File: src/rtl/alu_md.sv
// Execute-stage ALU (combinational C/Zero) plus iterative multiply/divide unit with HI/LO registers.
// Optional ALU_MD_FAST_MUL_EN: MULT/MULTU finish in one step through a full-width multiplier.
module alu_md #(
    parameter int WIDTH = 32,
    parameter int SHW   = $clog2(WIDTH)
) (
    input  logic             clk,
    input  logic             rst,
    input  logic [WIDTH-1:0] A,
    input  logic [WIDTH-1:0] B,
    input  logic [SHW-1:0]   shamt,
    input  logic [3:0]       ALUOp,
    output logic [WIDTH-1:0] C,
    output logic             Zero,
    input  logic [2:0]       md_op,
    input  logic             md_start,
    output logic             md_busy,
    output logic             md_done,
    output logic [WIDTH-1:0] hi,
    output logic [WIDTH-1:0] lo
);

    localparam logic [3:0] ALU_NOP  = 4'd0;
    localparam logic [3:0] ALU_ADD  = 4'd1;
    localparam logic [3:0] ALU_SUB  = 4'd2;
    localparam logic [3:0] ALU_AND  = 4'd3;
    localparam logic [3:0] ALU_OR   = 4'd4;
    localparam logic [3:0] ALU_SLT  = 4'd5;
    localparam logic [3:0] ALU_SLTU = 4'd6;
    localparam logic [3:0] ALU_NOR  = 4'd7;
    localparam logic [3:0] ALU_XOR  = 4'd8;
    localparam logic [3:0] ALU_SLL  = 4'd9;
    localparam logic [3:0] ALU_SRL  = 4'd10;
    localparam logic [3:0] ALU_SLLV = 4'd11;
    localparam logic [3:0] ALU_LUI  = 4'd12;
    localparam logic [3:0] ALU_SRA  = 4'd13;
    localparam logic [3:0] ALU_SRLV = 4'd14;
    localparam logic [3:0] ALU_SRAV = 4'd15;

    typedef enum logic [1:0] {S_IDLE, S_RUN, S_FIX} state_t;

    state_t             state_q, state_d;
    logic [SHW-1:0]     cnt_q, cnt_d;
    logic               div_q, div_d;
    logic               a_neg_q, a_neg_d;
    logic               b_neg_q, b_neg_d;
    logic [WIDTH-1:0]   a_q, a_d;
    logic [WIDTH-1:0]   m_q, m_d;
    logic [WIDTH-1:0]   acc_q, acc_d;
    logic [WIDTH-1:0]   q_q, q_d;
    logic [WIDTH-1:0]   hi_q, hi_d;
    logic [WIDTH-1:0]   lo_q, lo_d;
    logic               done_q, done_d;

    logic [SHW-1:0]     vamt;
    logic               start_a_neg, start_b_neg;
    logic [WIDTH:0]     mul_sum, div_trial;
    logic [2*WIDTH-1:0] prod_mag, prod_fix;
    logic [WIDTH-1:0]   quo_fix, rem_fix;

    // ---------------- combinational ALU ----------------
    assign vamt = A[SHW-1:0];

    always_comb begin
        C = A;
        case (ALUOp)
            ALU_NOP:  C = A;
            ALU_ADD:  C = A + B;
            ALU_SUB:  C = A - B;
            ALU_AND:  C = A & B;
            ALU_OR:   C = A | B;
            ALU_SLT:  C = {{(WIDTH-1){1'b0}}, ($signed(A) < $signed(B))};
            ALU_SLTU: C = {{(WIDTH-1){1'b0}}, (A < B)};
            ALU_NOR:  C = ~(A | B);
            ALU_XOR:  C = A ^ B;
            ALU_SLL:  C = B << shamt;
            ALU_SRL:  C = B >> shamt;
            ALU_SLLV: C = B << vamt;
            ALU_LUI:  C = B << 16;
            ALU_SRA:  C = $unsigned($signed(B) >>> shamt);
            ALU_SRLV: C = B >> vamt;
            ALU_SRAV: C = $unsigned($signed(B) >>> vamt);
            default:  C = A;
        endcase
    end

    assign Zero = (C == '0);

    // ---------------- multiply / divide unit ----------------
    // Both iterations work on magnitudes; signs are reapplied in FIX.
    assign start_a_neg = ~md_op[0] & A[WIDTH-1];
    assign start_b_neg = ~md_op[0] & B[WIDTH-1];

    assign mul_sum   = {1'b0, acc_q} + (q_q[0] ? {1'b0, m_q} : '0);
    assign div_trial = {acc_q, q_q[WIDTH-1]} - {1'b0, m_q};

`ifdef ALU_MD_FAST_MUL_EN
    assign prod_mag = {{WIDTH{1'b0}}, m_q} * {{WIDTH{1'b0}}, q_q};
`else
    assign prod_mag = {acc_q, q_q};
`endif

    assign prod_fix = (a_neg_q ^ b_neg_q) ? -prod_mag : prod_mag;
    assign quo_fix  = (a_neg_q ^ b_neg_q) ? -q_q : q_q;
    assign rem_fix  = a_neg_q ? -acc_q : acc_q;

    always_comb begin
        state_d = state_q;
        cnt_d   = cnt_q;
        div_d   = div_q;
        a_neg_d = a_neg_q;
        b_neg_d = b_neg_q;
        a_d     = a_q;
        m_d     = m_q;
        acc_d   = acc_q;
        q_d     = q_q;
        hi_d    = hi_q;
        lo_d    = lo_q;
        done_d  = 1'b0;
        case (state_q)
            S_IDLE: begin
                if (md_start && !md_op[2]) begin
                    div_d   = md_op[1];
                    a_neg_d = start_a_neg;
                    b_neg_d = start_b_neg;
                    a_d     = A;
                    q_d     = start_a_neg ? -A : A;
                    m_d     = start_b_neg ? -B : B;
                    acc_d   = '0;
                    cnt_d   = SHW'(WIDTH - 1);
                    state_d = S_RUN;
`ifdef ALU_MD_FAST_MUL_EN
                    if (!md_op[1]) state_d = S_FIX;
`endif
                end else if (md_start && !md_op[1]) begin
                    if (md_op[0]) lo_d = A;
                    else          hi_d = A;
                    done_d = 1'b1;
                end
            end
            S_RUN: begin
                if (div_q) begin
                    // Restoring step: keep the trial remainder only when it did not borrow.
                    if (!div_trial[WIDTH]) begin
                        acc_d = div_trial[WIDTH-1:0];
                        q_d   = {q_q[WIDTH-2:0], 1'b1};
                    end else begin
                        acc_d = {acc_q[WIDTH-2:0], q_q[WIDTH-1]};
                        q_d   = {q_q[WIDTH-2:0], 1'b0};
                    end
                end else begin
                    acc_d = mul_sum[WIDTH:1];
                    q_d   = {mul_sum[0], q_q[WIDTH-1:1]};
                end
                cnt_d = cnt_q - 1'b1;
                if (cnt_q == '0) state_d = S_FIX;
            end
            S_FIX: begin
                if (div_q) begin
                    if (m_q == '0) begin
                        hi_d = a_q;
                        lo_d = '1;
                    end else begin
                        hi_d = rem_fix;
                        lo_d = quo_fix;
                    end
                end else begin
                    {hi_d, lo_d} = prod_fix;
                end
                done_d  = 1'b1;
                state_d = S_IDLE;
            end
            default: state_d = S_IDLE;
        endcase
    end

    always_ff @(posedge clk) begin
        if (rst) begin
            state_q <= S_IDLE;
            cnt_q   <= '0;
            div_q   <= 1'b0;
            a_neg_q <= 1'b0;
            b_neg_q <= 1'b0;
            a_q     <= '0;
            m_q     <= '0;
            acc_q   <= '0;
            q_q     <= '0;
            hi_q    <= '0;
            lo_q    <= '0;
            done_q  <= 1'b0;
        end else begin
            state_q <= state_d;
            cnt_q   <= cnt_d;
            div_q   <= div_d;
            a_neg_q <= a_neg_d;
            b_neg_q <= b_neg_d;
            a_q     <= a_d;
            m_q     <= m_d;
            acc_q   <= acc_d;
            q_q     <= q_d;
            hi_q    <= hi_d;
            lo_q    <= lo_d;
            done_q  <= done_d;
        end
    end

    assign md_busy = (state_q != S_IDLE);
    assign md_done = done_q;
    assign hi      = hi_q;
    assign lo      = lo_q;

endmodule

File: config.mk
export PLATFORM = sky130hd
export DESIGN_NAME = alu_md
export DESIGN_NICKNAME = d
export VERILOG_FILES = /design/src/rtl/alu_md.sv
export SDC_FILE = /design/constraint.sdc
export NUM_CORES = 2
export LEC_CHECK = 0
export ABC_CLOCK_PERIOD_IN_PS = 29000
export CORE_UTILIZATION = 50
export CTS_BUF_LIST = sky130_fd_sc_hd__clkbuf_2 sky130_fd_sc_hd__clkbuf_4 sky130_fd_sc_hd__clkbuf_8
export DETAILED_ROUTE_END_ITERATION = 10
export HOLD_SLACK_MARGIN = 0.1
export PLACE_DENSITY = 0.75
export SLEW_MARGIN = 20
export SYNTH_ARGS = -nofsm -noshare
export SYNTH_HDL_FRONTEND = slang
export SYNTH_SLANG_ARGS = --single-unit
File: constraint.sdc
create_clock -name clk -period 29 [get_ports clk]
set_input_delay 8.7 -clock clk [delete_from_list [all_inputs] [get_ports clk]]
set_output_delay 8.7 -clock clk [all_outputs]
set_load 0.005 [all_outputs]
==> run_results.csv <==
group,metric,value,unit
worst_setup_path,crit_family,"simple AND/OR/NAND/NOR gates",
layout,layout_common_cells,"nor2_1, a21oi_1, nand2_1, o21ai_0, mux2i_1",
layout,post-route-util,56.2,%
place,io_buffers,177,
grt,grt_pass1_wl,218,mm
power_and_ir_drop,p_int,0.000648,W
place,gp_congestion,1.15,
sta,hold_violations,0,
yosys,yosysWarningCount,0,
worst_setup_path,slowest_delay,0.61,ns
sta,finalCriticalPeriod,24.54,ns
power_and_ir_drop,peakVddDrop,40.0,µV
yosys,seq_area_frac_synth,14.6,%
power_and_ir_drop,p_leak,12.1,nW
sta,fin_setup_tns,0,ns
worst_setup_path,critPathLaunch,"ALUOp[2]",
layout,drive_above_1_share,6.90,%
layout,nFillCells,5492,
yosys,syn_nets,4273,
die,dieHeight,238,µm
cts,post_cts_resized,0,
yosys,synth_cells,4018,
sta,worst_pin_slew,1.31,ns
cts,numCtsBuffers,31,
worst_setup_path,r2r_slack,24.05,ns
worst_setup_path,timing.critical_path.to,"Zero",
power_and_ir_drop,powerDensity,37.9,nW/µm²
yosys,syn-cell-area,27900,µm²
place,dp_hpwl,112,mm
grt,grt_pass1_vias,31075,
worst_setup_path,worstSetupPathType,"in2out",
detailed_routing,drt_pass1_iterations,8,
power_and_ir_drop,p_switching,0.000525,W
layout,multi_input_area,22000,µm²
cts,post_cts.repair.setup_buffers,0,
grt,grt_max_degree,120,
yosys,ys_types,92,
detailed_routing,drc,0,
worst_setup_path,r2r_cells,17,
die,coreArea,55100,µm²
worst_setup_path,crit_path_start_kind,"primary input",
run,maxCapViolCount,0,
power_and_ir_drop,clockPowerShare,24.2,%
die,die_x,238,µm
sta,relSlewSlack,11.6,%
yosys,ys_ff_latch,203,
grt,grt_util_all_layers,52.1,%
worst_hold_path,hold_path_class,"reg2reg",
detailed_routing,drt_iter0_drc,5274,
cts,clock_path_buffers,3,
cts,cts_sinks,203,
sta,period_share,84.6,%
sta,skew,0.0231,ns
sta,setup_violations,0,
die,io_pins,178,
power_and_ir_drop,p_sw_share,44.8,%
worst_setup_path,arrival,15.84,ns
sta,fmax,40.8,MHz
cts,clk_pin_slew_worst_paths,0.07,ns
die,rows,86,
cts,cts_tree,"yes",
yosys,syn_area_per_cell,6.95,µm²
detailed_routing,wl_per_cell,32.2,µm
layout,area_delta_synth_final,11.0,%
grt,antenna_found_initial,10,
power_and_ir_drop,p_comb_share,48.7,%
grt,grt-ovfl-total,0,
cts,root_buffer,"clkbuf_8",
power_and_ir_drop,power_frac_seq,27.2,%
worst_setup_path,critical-path-slowest-cell,"buf_4",
cts,h-tree-depth,1,
layout,final_nets,4249,
detailed_routing,ant_nets,0,
cts,cts_hold_buf,0,
worst_setup_path,crit_chain,"buf_2 > buf_4 > nand4b_1 > mux2i_2 > buf_4 > mux4_2 > a21oi_1 > nand2b_1 > o2111ai_1 > o32ai_1 > o2111ai_1 > or4_1 > or4_1 > a2111oi_2 > nand3_1 > nor4_2 > clkdlybuf4s50_1",
worst_setup_path,path_depth,17,
die,initial_core_util,50.7,%
yosys,synth_flop_cell,"dfxtp_1",
yosys,synth_edf_count,0,
detailed_routing,viasPerCell,7.19,
detailed_routing,wirelength,153,mm
worst_setup_path,path_buf_inv,4,
detailed_routing,vias,34279,
die,dieArea,56800,µm²
worst_setup_path,cp_max_fo,48,
worst_setup_path,worst_setup_path_end_kind,"output pin",
layout,layout_commonest_cell,"nor2_1",
sta,rsz0062_at_grt,"false",
outcome,status,"finished clean",
worst_setup_path,rr_startpoint,"q_q[0]",
yosys,async_flop_share,0,%
worst_setup_path,r2r-end,"acc_q[30]",
cts,clk_latency,0.63,ns
worst_setup_path,worstPathRequired,20.30,ns
sta,report.final.slew_viol_count,0,
layout,seqCellArea,4070,µm²
## metrics by stage
stage / instance area, µm² / std cells / total power (W) / worst slack [ns] / hold slack, ns
6_report: 31000 / 4769 / 0.00117 / 4.46 / 0.454
5_1_grt: 31000 / 4768 / 0.00120 / 4.38 / 0.468
4_1_cts: 30900 / 4764 / 0.00114 / 4.82 / 0.455
3_5_place_dp: 30200 / 4709 / 0.000861 / 4.85 / 0.445
3_3_place_gp: 30200 / 4709 / 0.000860 / 4.93 / 0.440
2_1_floorplan: 27900 / 4018 / 0.000651 / 6.98 / 0.433
## worst min path at each step
| stage | startpoint | cells past startpoint | end |
|---|---|---|---|
| floorplan | a_q[11] | 2 | a_q[11] |
| global placement | a_q[17] | 2 | a_q[17] |
| detailed placement | a_q[17] | 2 | a_q[17] |
| CTS | a_q[17] | 2 | a_q[17] |
| global route | hi[10] | 2 | hi[10] |
| finish | a_q[17] | 2 | a_q[17] |
## cells by family after synthesis
group                    synth area share, %
AO/OA/AOI/OAI                           33.4
AND/OR/NAND/NOR                         20.7
buffers and inverters                   7.15
multiplexers                            9.95
flip-flops                              14.6
XOR/XNOR                                6.21
adder cells (fa/ha/maj)                 8.00
## state kept, by name, summed over array words and instances (netlist names)
name	cells
cnt_q	5
md_done	1
div_q	1
hi	32
lo	32
state_q	2
q_q	32
a_q	32
m_q	32
b_neg_q	1
a_neg_q	1
acc_q	32
## power groups by stage
stage                     Sequential [W]  Combinational [W]  Clock, W
final                           0.000319           0.000571  0.000283
after global routing            0.000320           0.000592  0.000293
after CTS                       0.000318           0.000540  0.000282
after detailed placement        0.000324           0.000537         0
after global placement          0.000323           0.000537         0
after floorplan                 0.000313           0.000338         0
## layout make-up
| type | instances | area share (%) |
|---|---|---|
| well taps | 748 | 3.02 |
| diodes | 5 | 0.0404 |
| clock buffers | 41 | 1.72 |
| repair buffers | 291 | 8.44 |
| inverters | 169 | 2.05 |
| multi-input cells | 3298 | 71.0 |
| clock inverters | 14 | 0.557 |
| flip-flops and latches | 203 | 13.1 |
## tightest hold or removal path, cell delays in order, from the launching register on
cell	delay, ns
dfxtp_1	0.31
nand2_1	0.05
a21oi_1	0.05
## per-layer routing
| metal | wire length, µm | track usage (%) | up-vias |
|---|---|---|---|
| li1 | - | - | 14810 |
| met1 | 54300 | 62.0 | 15939 |
| met2 | 62000 | 76.1 | 2731 |
| met3 | 20700 | 15.9 | 791 |
| met4 | 16300 | 44.7 | 8 |
| met5 | 53 | 0 | - |
## synthesized netlist by cell type (13+ instances only)
library cell,number,area (µm²)
nor2_1,408,1530
a21oi_1,385,1930
nand2_1,374,1400
clkbuf_1,287,1080
o21ai_0,241,1210
mux2i_1,228,2280
dfxtp_1,203,4060
a211oi_1,186,1400
ha_1,172,2150
inv_1,166,623
xnor2_1,137,1200
nor3_1,114,571
a221oi_1,66,578
nand3_1,65,325
o211ai_1,65,488
xor2_1,61,534
nand2b_1,60,375
a22oi_1,54,405
or3_1,48,300
a21o_1,47,353
o22ai_1,45,282
nor4_1,39,244
a31oi_1,36,225
buf_2,30,150
buf_1,28,105
o31ai_1,28,210
o21a_1,27,203
and3_1,25,156
o21bai_1,24,180
a311oi_1,22,193
mux2_2,22,248
nand4_1,21,131
o221ai_1,19,166
o41ai_1,17,149
nor2b_1,16,100
or2_2,15,93.8
o2111ai_1,13,114
Note: power is estimated with default switching activity, not from simulation.
